`config.mk`:
```
export PLATFORM = sky130hd
export DESIGN_NAME = cla_seq_ctrl
export DESIGN_NICKNAME = d
export VERILOG_FILES = /design/src/rtl/cla_pkg.sv /design/src/rtl/cla_slice.sv /design/src/rtl/cla_seq_ctrl.sv
export SDC_FILE = /design/constraint.sdc
export NUM_CORES = 1
export LEC_CHECK = 0
export ABC_AREA = 1
export CAP_MARGIN = 20
export CORE_ASPECT_RATIO = 2
export CORE_MARGIN = 8
export CORE_UTILIZATION = 54
export CTS_CLUSTER_DIAMETER = 100
export CTS_CLUSTER_SIZE = 14
export DETAILED_ROUTE_END_ITERATION = 8
export GPL_TIMING_DRIVEN = 0
export PLACE_DENSITY_LB_ADDON = 0.2
export SYNTH_ARGS = -nofsm -noshare
export SYNTH_HDL_FRONTEND = slang
export SYNTH_SLANG_ARGS = --single-unit
```
`constraint.sdc`:
```
create_clock -name clk -period 4.7 [get_ports clk]
set_clock_uncertainty 0.2 [all_clocks]
set_input_delay 1.175 -clock clk [delete_from_list [all_inputs] [get_ports clk]]
set_output_delay 1.175 -clock clk [all_outputs]
set_load 0.005 [all_outputs]
```
`src/rtl/cla_pkg.sv`:
```
// Shared definitions for the sequential carry-lookahead adder:
// default slice width and FSM state encodings.
package cla_pkg;

    localparam int DEFAULT_NBIT = 4;

    // 2'd3 is unused; the controller treats it as IDLE.
    typedef enum logic [1:0] {
        IDLE = 2'd0,
        RUN  = 2'd1,
        DONE = 2'd2
    } state_t;

endpackage

```
`src/rtl/cla_slice.sv`:
```
// Purely combinational NBIT-bit carry-lookahead adder slice.
// Every carry is a flat OR of generate/propagate product terms.
module cla_slice #(
    parameter int NBIT = 4
) (
    input  logic [NBIT-1:0] a,
    input  logic [NBIT-1:0] b,
    input  logic            cin,
    output logic [NBIT-1:0] s,
    output logic            cout
);

    logic [NBIT-1:0] g;
    logic [NBIT-1:0] p;
    logic [NBIT:0]   c;
    logic            term;
    logic            acc;

    assign g = a & b;
    assign p = a ^ b;

    // c[i+1] = cin&p[i:0] | sum over j of g[j]&p[i:j+1], with no ripple through c.
    always_comb begin
        c    = '0;
        term = 1'b0;
        acc  = 1'b0;
        c[0] = cin;
        for (int i = 0; i < NBIT; i++) begin
            term = cin;
            for (int k = 0; k <= i; k++) begin
                term = term & p[k];
            end
            acc = term;
            for (int j = 0; j <= i; j++) begin
                term = g[j];
                for (int k = j + 1; k <= i; k++) begin
                    term = term & p[k];
                end
                acc = acc | term;
            end
            c[i+1] = acc;
        end
    end

    assign s    = p ^ c[NBIT-1:0];
    assign cout = c[NBIT];

endmodule

```
`src/rtl/cla_seq_ctrl.sv`:
```
// Multi-precision add sequencer: one shared CLA slice adds a W-bit pair
// chunk by chunk, LSB chunk first, with the inter-chunk carry registered.
module cla_seq_ctrl
    import cla_pkg::*;
#(
    parameter int NBIT   = DEFAULT_NBIT,
    parameter int NCHUNK = 4
) (
    input  logic                   clk,
    input  logic                   rst_n,
    input  logic                   in_valid,
    output logic                   in_ready,
    input  logic [NBIT*NCHUNK-1:0] a,
    input  logic [NBIT*NCHUNK-1:0] b,
    input  logic                   cin,
    output logic                   out_valid,
    input  logic                   out_ready,
    output logic [NBIT*NCHUNK-1:0] sum,
    output logic                   cout,
    output logic                   busy
);

    localparam int W  = NBIT * NCHUNK;
    localparam int IW = (NCHUNK > 1) ? $clog2(NCHUNK) : 1;

    state_t          state;
    state_t          next_state;
    logic [IW-1:0]   idx;
    logic            carry;
    logic [W-1:0]    a_reg;
    logic [W-1:0]    b_reg;
    logic [W-1:0]    sum_reg;
    logic            cout_reg;
    logic [NBIT-1:0] slice_a;
    logic [NBIT-1:0] slice_b;
    logic [NBIT-1:0] slice_s;
    logic            slice_cout;
    logic            last_chunk;
    logic            accept;

    assign last_chunk = (idx == IW'(NCHUNK - 1));
    assign accept     = (state == IDLE) && in_valid;
    assign slice_a    = a_reg[int'(idx) * NBIT +: NBIT];
    assign slice_b    = b_reg[int'(idx) * NBIT +: NBIT];

    cla_slice #(
        .NBIT (NBIT)
    ) u_slice (
        .a    (slice_a),
        .b    (slice_b),
        .cin  (carry),
        .s    (slice_s),
        .cout (slice_cout)
    );

    always_ff @(posedge clk or negedge rst_n) begin
        if (!rst_n) begin
            state <= IDLE;
        end else begin
            state <= next_state;
        end
    end

    always_comb begin
        next_state = IDLE;
        case (state)
            IDLE:    next_state = in_valid ? RUN : IDLE;
            RUN:     next_state = last_chunk ? DONE : RUN;
            DONE:    next_state = out_ready ? IDLE : DONE;
            default: next_state = IDLE;
        endcase
    end

    always_comb begin
        in_ready  = 1'b0;
        out_valid = 1'b0;
        busy      = 1'b0;
        case (state)
            IDLE: in_ready = 1'b1;
            RUN:  busy     = 1'b1;
            DONE: begin
                out_valid = 1'b1;
                busy      = 1'b1;
            end
            default: in_ready = 1'b0;
        endcase
    end

    // Operands are captured only at accept, so input changes while busy are invisible.
    always_ff @(posedge clk or negedge rst_n) begin
        if (!rst_n) begin
            idx      <= '0;
            carry    <= 1'b0;
            a_reg    <= '0;
            b_reg    <= '0;
            sum_reg  <= '0;
            cout_reg <= 1'b0;
        end else if (accept) begin
            a_reg   <= a;
            b_reg   <= b;
            carry   <= cin;
            idx     <= '0;
            sum_reg <= '0;
        end else if (state == RUN) begin
            sum_reg[int'(idx) * NBIT +: NBIT] <= slice_s;
            carry <= slice_cout;
            idx   <= last_chunk ? '0 : idx + IW'(1);
            if (last_chunk) begin
                cout_reg <= slice_cout;
            end
        end
    end

    assign sum  = sum_reg;
    assign cout = cout_reg;

endmodule

```
**Yosys cells after proc, flatten, opt, wreduce, memory -nomap -nowiden**

Index checks and enable logic that the tools add are counted.

- Register bits after elaboration: 54
- Bits in latches: 0
- Bits in writable memories: 0
- Bits in read-only memories: 0
- Bits of input ports: 37
- Output and inout port bits: 20
- Word-level logic and storage cells: 60
- Memories: 0

- $add $sub $neg: 2
- Multipliers: 0
- Divide/modulo/power cells: 0
- Magnitude comparators: 0
- Eq/ne operators: 3
- Shifts and indexed selects: 4
- Multiplexer cells: 15
- Bitwise operators: 24
- Reductions and logical operators: 5

Operator list:

| cell | number |
|---|---|
| $neg A4 Y33 | 1 |
| $shift A4 B33 Y16 const A | 1 |
| $shiftx A4 B33 Y16 | 1 |
| $mux W16 | 2 |
| $shiftx A16 B5 Y4 | 2 |
| $bwmux W16 | 1 |
| $and A1 B1 Y1 | 10 |
| $mux W2 | 5 |
| $or A1 B1 Y1 | 10 |
| $xor A4 B4 Y4 | 2 |
| $mux W1 | 6 |
| $pmux W2 S3 | 1 |
| $and A4 B4 Y4 | 1 |
| $eq A2 B2 Y1 const B | 2 |
| $reduce_and A3 Y1 | 1 |
| $add A2 B1 Y2 const B | 1 |
| $eq A2 B1 Y1 const B | 1 |
| $logic_not A2 Y1 | 1 |
| $reduce_bool A2 Y1 | 1 |
| $reduce_or A2 Y1 | 1 |
| $logic_and A1 B1 Y1 | 1 |
| $not A1 Y1 | 1 |

**Depth between registers and ports, before layout**

- Depth in word-level cells: 13
- Depth in mapped cells: 14
- Gate-level depth less buffers: 13

**By module**

From an unflattened synthesis, not the netlist that was laid out.

- Cell total of the unflattened synthesis: 350
- Area total of the unflattened synthesis: 2,796.4 um^2

By module, submodules not included:

| module | instances | cells an instance | area an instance (um^2) | seq. area each (um^2) |
|---|---|---|---|---|
| cla_seq_ctrl | 1 | 325 | 2,620.0 | 1,351.3 |
| cla_slice | 1 | 25 | 176.4 | 0.0 |

**Worst setup path after synthesis**

Ideal clock, no wire load.

- Kind: register to register
- From: reg idx[0]
- To: reg sum_reg[12] (netlist: sum[12])
- Library setup time: 0.083 ns
- Data arrival time: 1.998 ns
- Data required time: 4.417 ns
- Path slack: 2.420 ns
- Stages on the path, launching flop included: 11
- Buffers on the path: 2
- Clock period less this slack: 2.280 ns
- Path through: dfrtp_1 > clkbuf_2 > buf_2 > a21oi_1 > a32oi_1 > inv_1 > fa_1 > or2_1 > nor2_1 > nand4_1 > o21ai_0

- Cells in the longest elaborated chain, start to end: 13
- Elaborated cells on any way between the ends: 23
- Classes of those cells: add/sub (1); shift (4); mux (3); bitwise (15)

Ends and longest elaborated chain:

| element | RTL line | source |
|---|---|---|
| from (decl) | cla_seq_ctrl.sv:28 | `logic [IW-1:0] idx;` |
| from (signal assigned) | cla_seq_ctrl.sv:107 | `idx <= last_chunk ? '0 : idx + IW'(1);` |
| $shiftx A16 B5 Y4 (on tied branches) | cla_seq_ctrl.sv:43, cla_seq_ctrl.sv:44 |  |
| $xor A4 B4 Y4 | cla_slice.sv:20 | `assign p = a ^ b;` |
| $and A1 B1 Y1 (3 in series) | cla_slice.sv:31 | `term = term & p[k];` |
| $or A1 B1 Y1 (3 in series) | cla_slice.sv:39 | `acc = acc \| term;` |
| $xor A4 B4 Y4 | cla_slice.sv:45 | `assign s = p ^ c[NBIT-1:0];` |
| $shiftx A4 B33 Y16 | cla_seq_ctrl.sv:105 | `sum_reg[int'(idx) * NBIT +: NBIT] <= slice_s;` |
| $bwmux W16 (*) | cla_seq_ctrl.sv:105 |  |
| $mux W16 (*) | cla_seq_ctrl.sv:104 | `end else if (state == RUN) begin` |
| $mux W16 (*) | cla_seq_ctrl.sv:98 | `end else if (accept) begin` |
| to (signal, indexed assignment) | cla_seq_ctrl.sv:105 |  |
| to (decl) | cla_seq_ctrl.sv:32 | `logic [W-1:0] sum_reg;` |

Mark *: on every way between the ends. The rest lies on a longest branch, timed or not. The select of a mux whose other input is x is not followed.
A chain may end at the register's enable or synchronous reset.

**Final worst setup path**

- From: reg state[0]
- To: out busy

- Cells in the longest elaborated chain, start to end: 3
- Elaborated cells on any way between the ends: 4
- Classes of those cells: eq/ne (2); mux (1); reduce/logical (1)

Ends and longest elaborated chain:

| element | RTL line | source |
|---|---|---|
| from (decl) | cla_seq_ctrl.sv:26 | `state_t state;` |
| from (signal assigned) | cla_seq_ctrl.sv:60 | `state <= next_state;` |
| $eq A2 B1 Y1 or $eq A2 B2 Y1 (tied branches) | cla_seq_ctrl.sv:78 | `case (state)` |
| $reduce_or A2 Y1 (no line) (*) | - |  |
| $mux W1 (*) | cla_seq_ctrl.sv:78 |  |
| to (decl) | cla_seq_ctrl.sv:20 | `output logic busy` |

Mark *: on every way between the ends. The rest lies on a longest branch, timed or not.

==> impl_results.md <==
* Share of layout cells above drive strength 1 at 6.68%
* Crit Reg-Reg Startpoint: idx[0]
* Min Tclk post-route at 2.90 ns
* Insertion delay to the later sink of the worst-skew pair at 0.31 ns
* Simple-gate share of the synthesized area at 27.5%
* Clock power share at 10.5%
* Startpoint Class: register
* Pleak at 0.00169 uW
* IO buf count at 56
* First-pass GRT wire length at 10.8 mm
* CTS Buffer Depth at 2
* Worst EP arrival at approximately 1.5 ns
* Global placement routability congestion at 0.903
* Sink Count at 54
* Hold Fails Final Rpt at 0
* Main combinational cell family by area after synthesis: simple AND/OR/NAND/NOR gates
* Non-Filler Instances at approximately 450
* Cell row count at 36
* Register area share after synthesis at between 50% and 60%
* # diodes at 0
* DR pass1 iterations at 4
* CTS Buf Count at 5
* Compound-Gate Fraction of Synth Area at 8.33%
* Max incr delay on CP at a little under 0.5 ns
* HPWL after DPL at between 5 and 6 mm
* Buf/Inv on CP at 2
* Worst slew pin tran at 0.577 ns
* Vias/cell at 5.27
* Die Height at 115 um
* Die W at 65.6 um
* Gate power share at 55.3%
* Seq cells post-synth at 54
* Reg2Reg Depth at 10
* Final wirelength at 6.51 mm
* Crit-path max FO at 3
* VDD IR max at 437 uV
* Switching share of total power at 45.3%
* Antenna violations before repair at 0
* Reg2reg setup slack at 2.07 ns
* Reg clk slew, reported paths at 0.09 ns
* Cell Pwr Density at 675 nW/um^2
* Status: finished clean
* Ys Warns at 0
* Hold Path Depth at 2
* GRT overflow at 0
* Nets@finish at 440
* Number of global-route vias before repair at around 2.5k
* Initial Util at 55.1%
* Largest net degree at the start of global routing at 30
* Slew margin rel. at 61.5%
* Final setup viols at 0
* Fmax at 0.344 GHz
* Syn avg cell area at approximately 8 sq um
* RSZ-0062 raised after global routing: false
* Drt wl/cell at 14.6 um
* Cell-internal power at 1250 uW
* IO Pins at 57
* Post-Synth Adder-Cell Area at 6.87%
* Cell area after synthesis at 2660 sq um
* Layout area overhead at 27.2%
* Routed Antenna Nets at 0
* Xor/xnor cell area share of the yosys netlist at 0.989%
* Slew Limit Fails at 0
* Register share of total power at about a third
* Slowest-stage cell, CP: clkdlybuf4s50_1
* Syn nets at 376
* CTS resizes at 0
* Nature of the critical path endpoint: output pin
* Core Footprint at between 4000 and 5000 sq um
* Setup bufs post-CTS at 0
* Critical path data required time at 3.32 ns
* Root buffer cell: clkbuf_8
* Initial drt markers at 92
* Fin crit share at approximately three fifths
* Hold Buf Count CTS at 0
* Multiplexer area fraction after synthesis at 0%
* Setup TNS at 0 ns
* CP Class: reg2out
* Total Die Area at about 7600 sq um
* Worst min-delay path startpoint: b_reg[5]
* Critical path's top delay family: buffers and inverters
* Gate Count Post-Synth at 325
* TritonCTS clock tree: yes
* # fillers at 405
* Hold Crit Endpoint: b_reg[5]
* H-tree depth at 2
* DRC viols at 0
* RR Endpoint: sum[12]
* Gr usage total at 18.4%
* Max-Cap Viols at 0
* DP Cell Count at 439
* Psw at 1030 uW
* Distinct cells, synth at 28
* Crit-path cells: inv_1, ha_1, clkdlybuf4s50_1
* Min-Delay Path Class: reg2reg
* DR vias at 2349
==> cell type report <==
| class | instances | area [sq um] | share of cell area, % |
|---|---|---|---|
| Tap cell | 57 | 71.3 | 2.11 |
| Inverter | 20 | 75.1 | 2.22 |
| Multi-Input combinational cell | 237 | 1160 | 34.4 |
| Sequential cell | 54 | 1350 | 40.0 |
| Timing Repair Buffer | 57 | 576 | 17.0 |
| Clock buffer | 7 | 76.3 | 2.26 |
| Buffer | 14 | 68.8 | 2.04 |
==> routing by layer <==
layer | part of all wire, % | wire length, um | vias to the layer above | track usage (%)
met5 | 0 | 0 | - | 0
met1 | 34 | 2220 | 1080 | 16.9
met4 | 6.3 | 408 | 0 | 13.8
met3 | 4.6 | 302 | 29 | 4.00
met2 | 55 | 3580 | 76 | 33.6
li1 | - | - | 1164 | -
==> metrics by stage <==
stage	hold WS [ns]	instance area (sq um)	power, uW	util, %	worst slack, ns
floorplan	0.244	2660	1610	-	2.42
global placement	0.258	3290	2010	68.3	0.726
detailed placement	0.261	3300	2040	68.6	1.89
CTS	0.284	3380	2290	70.1	1.78
global route	0.311	3380	2490	70.1	1.73
finish	0.280	3380	2280	70.1	1.80
==> worst reg2reg max path: cells and delay by family (launching register included) <==
kind	cells	cell delay, ns
AOI/OAI and AO/OA	3	0.48
adders and majority gates	1	0.47
buffers and inverters	3	0.52
DFF	1	0.38
and+or+nand+nor	3	0.50
==> cell usage after synthesis (all sizes together) <==
master,count,area (sq um)
a211oi,1,7.51
a21oi,3,15.0
a31oi,1,6.26
a32o,1,10.0
a32oi,2,17.5
buf,10,52.6
clkbuf,4,16.3
dfrtp,54,1350
fa,1,20.0
ha,13,163
inv,20,75.1
nand2,137,517
nand3,16,85.1
nand4,4,25.0
nor2,21,83.8
nor3,3,15.0
o21ai,24,128
o22ai,6,37.5
or2,1,6.26
xnor2,2,17.5
xor2,1,8.76
==> worst max path at each step <==
stage             start   endpoint  slack, ns  cells past startpoint
2_1_floorplan    idx[0]    sum[12]       2.42                     10
3_3_place_gp      rst_n  a_reg[11]       0.73                      1
3_5_place_dp   in_valid   a_reg[3]       1.89                      6
4_1_cts        state[0]       busy       1.78                      3
5_1_grt        state[1]       busy       1.73                      3
6_report       state[0]       busy       1.80                      3
==> power by group through the flow <==
stage	logic, uW	clock network (uW)	registers (uW)
3_3_place_gp	1220	0	785
4_1_cts	1260	249	780
6_report	1260	240	781
3_5_place_dp	1250	0	788
2_1_floorplan	873	0	740
5_1_grt	1430	264	800
==> cell usage in the layout, fill, tap and decap left out, drive strengths merged <==
cell / Yosys / layout
a211oi: 1 / 1
buf: 10 / 12
fa: 1 / 1
ha: 13 / 13
clkbuf: 4 / 11
a31oi: 1 / 1
xor2: 1 / 1
or2: 1 / 1
nand4: 4 / 4
nand3: 16 / 16
dfrtp: 54 / 54
clkdlybuf4s50: 0 / 55
a32oi: 2 / 2
o21ai: 24 / 24
a21oi: 3 / 3
xnor2: 2 / 2
nand2: 137 / 137
o22ai: 6 / 6
nor2: 21 / 21
nor3: 3 / 3
a32o: 1 / 1
inv: 20 / 20
==> logic make-up after synthesis <==
kind of cell               count (synthesis)
AOI/OAI and AO/OA                         38
and+or+nand+nor                          182
DFF                                       54
buffers and inverters                     34
xor gates and xnor gates                   3
adders and majority gates                 14
Power figures use the tool's default switching activity.
